===== config.mk =====
export PLATFORM = sky130hd
export DESIGN_NAME = fib_seq_ctrl
export DESIGN_NICKNAME = d
export VERILOG_FILES = /design/src/rtl/fib_seq_ctrl.sv
export SDC_FILE = /design/constraint.sdc
export NUM_CORES = 1
export LEC_CHECK = 0
export BUFFER_PORTS_ARGS = -buffer_cell sky130_fd_sc_hd__clkbuf_2
export CAP_MARGIN = 20
export CORE_MARGIN = 2
export CORE_UTILIZATION = 50
export CTS_BUF_LIST = sky130_fd_sc_hd__clkbuf_16
export CTS_CLUSTER_SIZE = 24
export DETAILED_ROUTE_END_ITERATION = 7
export GPL_ROUTABILITY_DRIVEN = 0
export PLACE_DENSITY = 0.8
export SLEW_MARGIN = 10
export SYNTH_ARGS = -nofsm -noshare
export SYNTH_HDL_FRONTEND = slang
export SYNTH_SLANG_ARGS = --single-unit
export TNS_END_PERCENT = 1

===== constraint.sdc =====
create_clock -name clk -period 2.9 [get_ports clk]
set_clock_uncertainty 0.15 [all_clocks]
set_input_delay 0.435 -clock clk [delete_from_list [all_inputs] [get_ports clk]]
set_output_delay 0.435 -clock clk [all_outputs]
set_load 0.01 [all_outputs]

===== src/rtl/fib_seq_ctrl.sv =====
// Fibonacci term generator: emits one 8-bit term every DECIMATION clocks for
// a requested number of terms, with a sticky modulo-256 wrap flag and abort.
module fib_seq_ctrl #(
  parameter logic [19:0] DECIMATION = 20'd16
) (
  input  logic       clk,
  input  logic       reset,
  input  logic       start,
  input  logic [7:0] count,
  input  logic       abort,
  output logic       busy,
  output logic [7:0] term,
  output logic       term_valid,
  output logic [7:0] term_idx,
  output logic       overflow,
  output logic       done
);

  // A DECIMATION of 0 behaves like 1: tick on every RUN cycle.
  localparam logic [19:0] DEC_MAX = (DECIMATION == 20'd0) ? 20'd0 : DECIMATION - 20'd1;

  typedef enum logic [1:0] {
    IDLE,
    RUN,
    DONE
  } state_t;

  state_t      r_state;
  logic [7:0]  r_a;
  logic [7:0]  r_b;
  logic        r_bCarry;
  logic [7:0]  r_count;
  logic [7:0]  r_emitted;
  logic [19:0] r_decCnt;

  logic [8:0]  w_sum;
  logic        w_tick;
  logic        w_finish;

  assign w_sum    = {1'b0, r_a} + {1'b0, r_b};
  assign w_tick   = (r_decCnt == DEC_MAX);
  assign w_finish = abort || (r_emitted == r_count);

  // r_bCarry remembers that the pending term in b came from a wrapped sum, so
  // overflow rises together with the pulse that presents that term.
  always_ff @(posedge clk or posedge reset) begin
    if (reset) begin
      r_state    <= IDLE;
      r_a        <= 8'd0;
      r_b        <= 8'd1;
      r_bCarry   <= 1'b0;
      r_count    <= 8'd0;
      r_emitted  <= 8'd0;
      r_decCnt   <= 20'd0;
      busy       <= 1'b0;
      term       <= 8'd0;
      term_valid <= 1'b0;
      term_idx   <= 8'd0;
      overflow   <= 1'b0;
      done       <= 1'b0;
    end else begin
      term_valid <= 1'b0;
      done       <= 1'b0;
      case (r_state)
        IDLE: begin
          if (start) begin
            r_a       <= 8'd0;
            r_b       <= 8'd1;
            r_bCarry  <= 1'b0;
            r_count   <= count;
            r_emitted <= 8'd0;
            r_decCnt  <= 20'd0;
            overflow  <= 1'b0;
            busy      <= 1'b1;
            if (count == 8'd0) begin
              r_state <= DONE;
              done    <= 1'b1;
            end else begin
              r_state <= RUN;
            end
          end
        end
        RUN: begin
          // Finishing is decided one cycle after the last pulse so that done
          // never shares a cycle with term_valid; abort beats a same-cycle tick.
          if (w_finish) begin
            r_state <= DONE;
            done    <= 1'b1;
          end else begin
            r_decCnt <= w_tick ? 20'd0 : r_decCnt + 20'd1;
            if (w_tick) begin
              term             <= r_b;
              term_valid       <= 1'b1;
              term_idx         <= r_emitted;
              overflow         <= overflow | r_bCarry;
              r_emitted        <= r_emitted + 8'd1;
              r_a              <= r_b;
              {r_bCarry, r_b}  <= w_sum;
            end
          end
        end
        DONE: begin
          r_state <= IDLE;
          busy    <= 1'b0;
        end
        default: begin
          r_state <= IDLE;
          busy    <= 1'b0;
        end
      endcase
    end
  end

endmodule


# ---- Yosys cells after proc, flatten, opt, wreduce, memory -nomap -nowiden
# Index checks and enable logic that the tools add are counted.
# Widths: inputs -> output; s select.
dict set report classes {
  n_addsub 3
  eq_ne 7
  muxes 35
  bitwise_logic 3
  reduce_logical 10
}
# op n
set ops {}
lappend ops {{$mux 8} 8}
lappend ops {{$mux 20} 3}
lappend ops {{$pmux 8 s2} 3}
lappend ops {{$pmux 20 s2} 1}
lappend ops {{$add 20x1->20 const B} 1}
lappend ops {{$eq 20x4->1 const B} 1}
lappend ops {{$mux 1} 12}
lappend ops {{$add 8x8->9} 1}
lappend ops {{$add 8x1->8 const B} 1}
lappend ops {{$eq 8x8->1} 1}
lappend ops {{$logic_not 8->1} 1}
lappend ops {{$ne 2x2->1 const B} 4}
lappend ops {{$pmux 1 s2} 4}
lappend ops {{$mux 2} 3}
lappend ops {{$reduce_and 2->1} 3}
lappend ops {{$reduce_and 3->1} 2}
lappend ops {{$pmux 2 s2} 1}
lappend ops {{$reduce_and 4->1} 1}
lappend ops {{$eq 2x1->1 const B} 1}
lappend ops {{$logic_not 2->1} 1}
lappend ops {{$not 1->1} 2}
lappend ops {{$reduce_bool 2->1} 1}
lappend ops {{$logic_or 1x1->1} 1}
lappend ops {{$or 1x1->1} 1}
dict set report word_totals {
  register_bits 75
  in_bits 12
  out_inout_bits 20
  wordCells 71
}

# ---- Logic depth before layout (Yosys ltp)
dict set report logic_depth {
  depth_word 4
  mapped_depth 9
  depth_no_buf 8
}

# ---- Least setup slack after synthesis
# No wires, ideal clock.
dict set report synth_timing {
  path_kind {reg2reg}
  start {reg r_decCnt[8]}
  end {reg r_b[4]}
  setup_ns 0.138
  arrival_ns 1.749
  required_ns 2.612
  path_slack_ns 0.864
  path_stages_with_launch 10
  n_path_buf 3
  period_less_slack_ns 2.036
  path_cell_list {dfrtp_1 buf_6 nor4_4 and3_4 o2111ai_4 and2_1 buf_6 buf_2 nand2_1 o41ai_2}
}
dict set report synth_via {
  elab_chain_cells 3
}
# element line_no
set synth_rtl {}
lappend synth_rtl {{start, declared} 34} ;# logic [19:0] r_decCnt;
lappend synth_rtl {{start signal, assigned} 90} ;# r_decCnt <= w_tick ? 20'd0 : r_decCnt + 20'd1;
lappend synth_rtl {{$eq 20x4->1} 41} ;# assign w_tick = (r_decCnt == DEC_MAX);
lappend synth_rtl {{$ne 2x2->1 (no line)} --}
lappend synth_rtl {{$reduce_and 4->1 (no line)} --}
lappend synth_rtl {{end signal, assigned} 98} ;# {r_bCarry, r_b} <= w_sum;
lappend synth_rtl {{end, declared} 30} ;# logic [7:0] r_b;
# No other way between the ends.
# A chain may end at the register's enable or synchronous reset.

# ---- Final worst setup path
dict set report layout_timing {
  start {reg r_decCnt[0]}
  end {reg r_emitted[5]}
}
dict set report layout_via {
  elab_chain_cells 3
}
# element line_no
set layout_rtl {}
lappend layout_rtl {{$eq 20x4->1} 41}
lappend layout_rtl {{$ne 2x2->1 (no line)} --}
lappend layout_rtl {{$reduce_and 4->1 (no line)} --}
lappend layout_rtl {{end signal, assigned} 96} ;# r_emitted <= r_emitted + 8'd1;
lappend layout_rtl {{end, declared} 33} ;# logic [7:0] r_emitted;
# No other way between the ends.

==> flow_summary.toml <==
[outcome]
status = "finished, final reports clean"

[finish]
mostFrequentLayoutCells = "nand2_1 (95), dfrtp_1 (74), o21ai_0 (45), clkbuf_2 (31), nor2_1 (25)"
nNetsFinal = 453
layout_commonest_cell = "nand2_1"
drive_above_1_share_pct = 16.8
fill_cells = 602
synthToLayoutAreaGrowth_pct = 15.5
antenna_cells = 0

[placement]
dpl.hpwl_um = 5340
io_buffers = 31

[power_and_ir_drop]
power_frac_clock_pct = 42.3
switching_share_pct = 27.7
pwr-share-seq_pct = 42.0
switchingPower_uw = 795
combinationalPowerShare_pct = 15.6
power.density_mw_per_mm2 = 663
leakage_uw = 0.00209
ir_drop_v = 0.000564
p_int_uw = 2070
total_power_uw = 2870

[drt]
totalWireLength_um = 8310
viasPerCell = 5.64
avgRoutedWirePerCell_um = 15.6
drc = 0
first_iter_violations = 142
ant_nets = 0
via_count = 3011
dr.pass1.iters = 4

[worst_hold_path]
hold_class = "in2async"

[global_routing]
grt_pass1_vias = 2932
antenna_found_initial = 0
grt_pass1_wl_um = 14200
grt_max_degree = 45
gr-total-overflow = 0
grt.total_usage_pct = 21.5

[floorplan]
start_util_pct = 51.6
core_mm2 = 0.00725
ios = 32
chipWidth_um = 90.5
dieHeight_um = 90.5
rows = 31
dieArea_mm2 = 0.00819

[yosys]
yosysWarnings = 0
syn_area_per_cell_um2 = 9.42
synth_nets = 420
ys_async_sr_fraction_pct = 100
synthCells = 397
ys.flop_type = "dfrtp_1"
syn_area_mm2 = 0.00374
synth_edf_count = 0
ys_types = 47
yosysSeqAreaShare_pct = 50.2
synth_seq_cells = 75

[cts]
clk_pin_slew_worst_paths_ns = 0.06
cts_tree = "done"
htreeDepth = 3
cts_setup_buffers = 0
clk_path_buf_depth = 2
insertion_delay_ns = 0.33
clock_sinks = 75
cts_resized = 0
cts_hold_buf = 0
clockRootBuffer = "clkbuf_16"
numCtsBuffers = 9

[sta]
setup_total_negative_slack_ns = 0
fmax_mhz = 394
tightestPinTransition_ns = 0.903
fin_crit_ns = 2.54
post-route-period-util_pct = 87.6
final_max_slew_viol_count = 0
finalHoldViolCount = 0
setup_violations = 0
rsz0062_at_grt = "false"
maxSlewHeadroom_pct = 39.8

[setup_path]
r2r_start = "r_decCnt[0]$_DFFE_PP0P_"
rr_worst_depth = 7
cp-start-kind = "flop"
reg2reg_slack_ns = 0.36
cp_cell_sequence = "ha_1 -> and3_1 -> and2_1 -> o2111ai_4 -> and2_1 -> o21ai_0 -> o31ai_1"
crit_fanout = 26
r2r_end = "r_emitted[5]$_DFFE_PP0P_"
cpPeakStageDelay_ns = 0.75
cp.depth = 7
crit_path_start = "r_decCnt[0]$_DFFE_PP0P_"
end_kind = "flop"
cp.required_ns = 2.98
criticalPathCategory = "reg2reg"
cp_top_family = "simple AND/OR/NAND/NOR gates"
cp_common_cell = "and2_1"
critPathBufInv = 0
crit_end = "r_emitted[5]$_DFFE_PP0P_"
cpMaxStageDelayCell = "and2_1"
critPathArrivalTime_ns = 2.62

[flow_run]
maxCapViolCount = 0
==> how the worst min path moves through the flow <==
stage	startpoint	to	slack (ns)	cells after the start
after CTS	reset	r_emitted[6]$_DFFE_PP0P_	0.07	2
final	reset	r_a[2]$_DFFE_PP0P_	0.04	2
after detailed placement	term_idx[2]$_DFFE_PP0P_	term_idx[2]$_DFFE_PP0P_	0.31	2
after global placement	term[3]$_DFFE_PP0P_	term[3]$_DFFE_PP0P_	0.30	2
after global routing	reset	r_b[6]$_DFFE_PP0P_	0.1	2
after floorplan	r_a[4]$_DFFE_PP0P_	r_a[4]$_DFFE_PP0P_	0.30	2
==> sequential cells by signal (all words and copies together) (netlist names), 2 cells and up <==
register	cells
term	8
r_decCnt	20
r_state	2
r_count	8
r_emitted	8
r_b	8
term_idx	8
r_a	8
==> worst reg2reg max path, stage by stage (launching register included) <==
cell,delay [ns]
dfrtp_1,0.42
ha_1,0.26
and3_1,0.24
and2_1,0.20
o2111ai_4,0.08
and2_1,0.75
o21ai_0,0.22
o31ai_1,0.12
==> synthesized netlist by cell type (4+ instances only) <==
library cell | instances | share of area [%]
clkbuf_1 | 5 | 0.50
buf_2 | 7 | 0.94
xnor2_1 | 10 | 2.3
ha_1 | 10 | 3.3
nand3_1 | 15 | 2.0
o21ai_0 | 45 | 6.0
and3_1 | 6 | 1.0
nor2b_1 | 4 | 0.67
nand2_1 | 95 | 9.5
mux2_2 | 8 | 2.4
nor2_1 | 25 | 2.5
nand4_1 | 10 | 1.7
a21oi_1 | 10 | 1.3
nor3_1 | 5 | 0.67
o31ai_1 | 7 | 1.4
dfrtp_1 | 74 | 50
and2_1 | 7 | 1.2
inv_1 | 7 | 0.70
==> cell type report <==
type	instances	area, um^2	share of cell area (%)
inverter	7	26.3	0.608
clock inverter	7	100	2.32
tap	99	124	2.87
sequential	75	1880	43.5
multi-input combinational	298	1740	40.3
clock buffer	9	225	5.21
timing repair buffer	39	228	5.27
==> power groups by stage <==
| stage | clock, uW | sequential [uW] | combinational (uW) |
|---|---|---|---|
| floorplan | 0 | 1200 | 333 |
| global route | 1270 | 1210 | 492 |
| global placement | 0 | 1220 | 424 |
| finish | 1210 | 1200 | 448 |
| detailed placement | 0 | 1220 | 435 |
| CTS | 1220 | 1200 | 449 |
==> per-stage QoR <==
stage | area (um^2) | util, % | worst slack, ns | hold slack, ns | cells
2_1_floorplan | 3740 | - | 0.407 | 0.295 | 397
3_3_place_gp | 4000 | 55.1 | 0.519 | 0.301 | 518
3_5_place_dp | 4000 | 55.1 | 0.428 | 0.312 | 518
4_1_cts | 4320 | 59.6 | 0.367 | 0.0737 | 534
5_1_grt | 4320 | 59.6 | 0.176 | 0.0982 | 534
6_report | 4320 | 59.6 | 0.360 | 0.0392 | 534
==> cell families after synthesis <==
family,count (synthesis),share of synthesized area [%]
buffers and inverters,24,3.28
xor gates and xnor gates,13,3.04
and+or+nand+nor,180,22.6
adders and majority gates,11,3.88
AOI/OAI and AO/OA,85,14.3
DFF,75,50.2
muxes,9,2.68
==> per-layer routing <==
metal	up-vias	track usage (%)	wire length, um
li1	1459	-	-
met1	1428	27.6	3500
met2	102	36.1	4240
met3	22	4.09	398
met4	0	8.08	181
met5	-	0	0
Power figures use the tool's default switching activity.
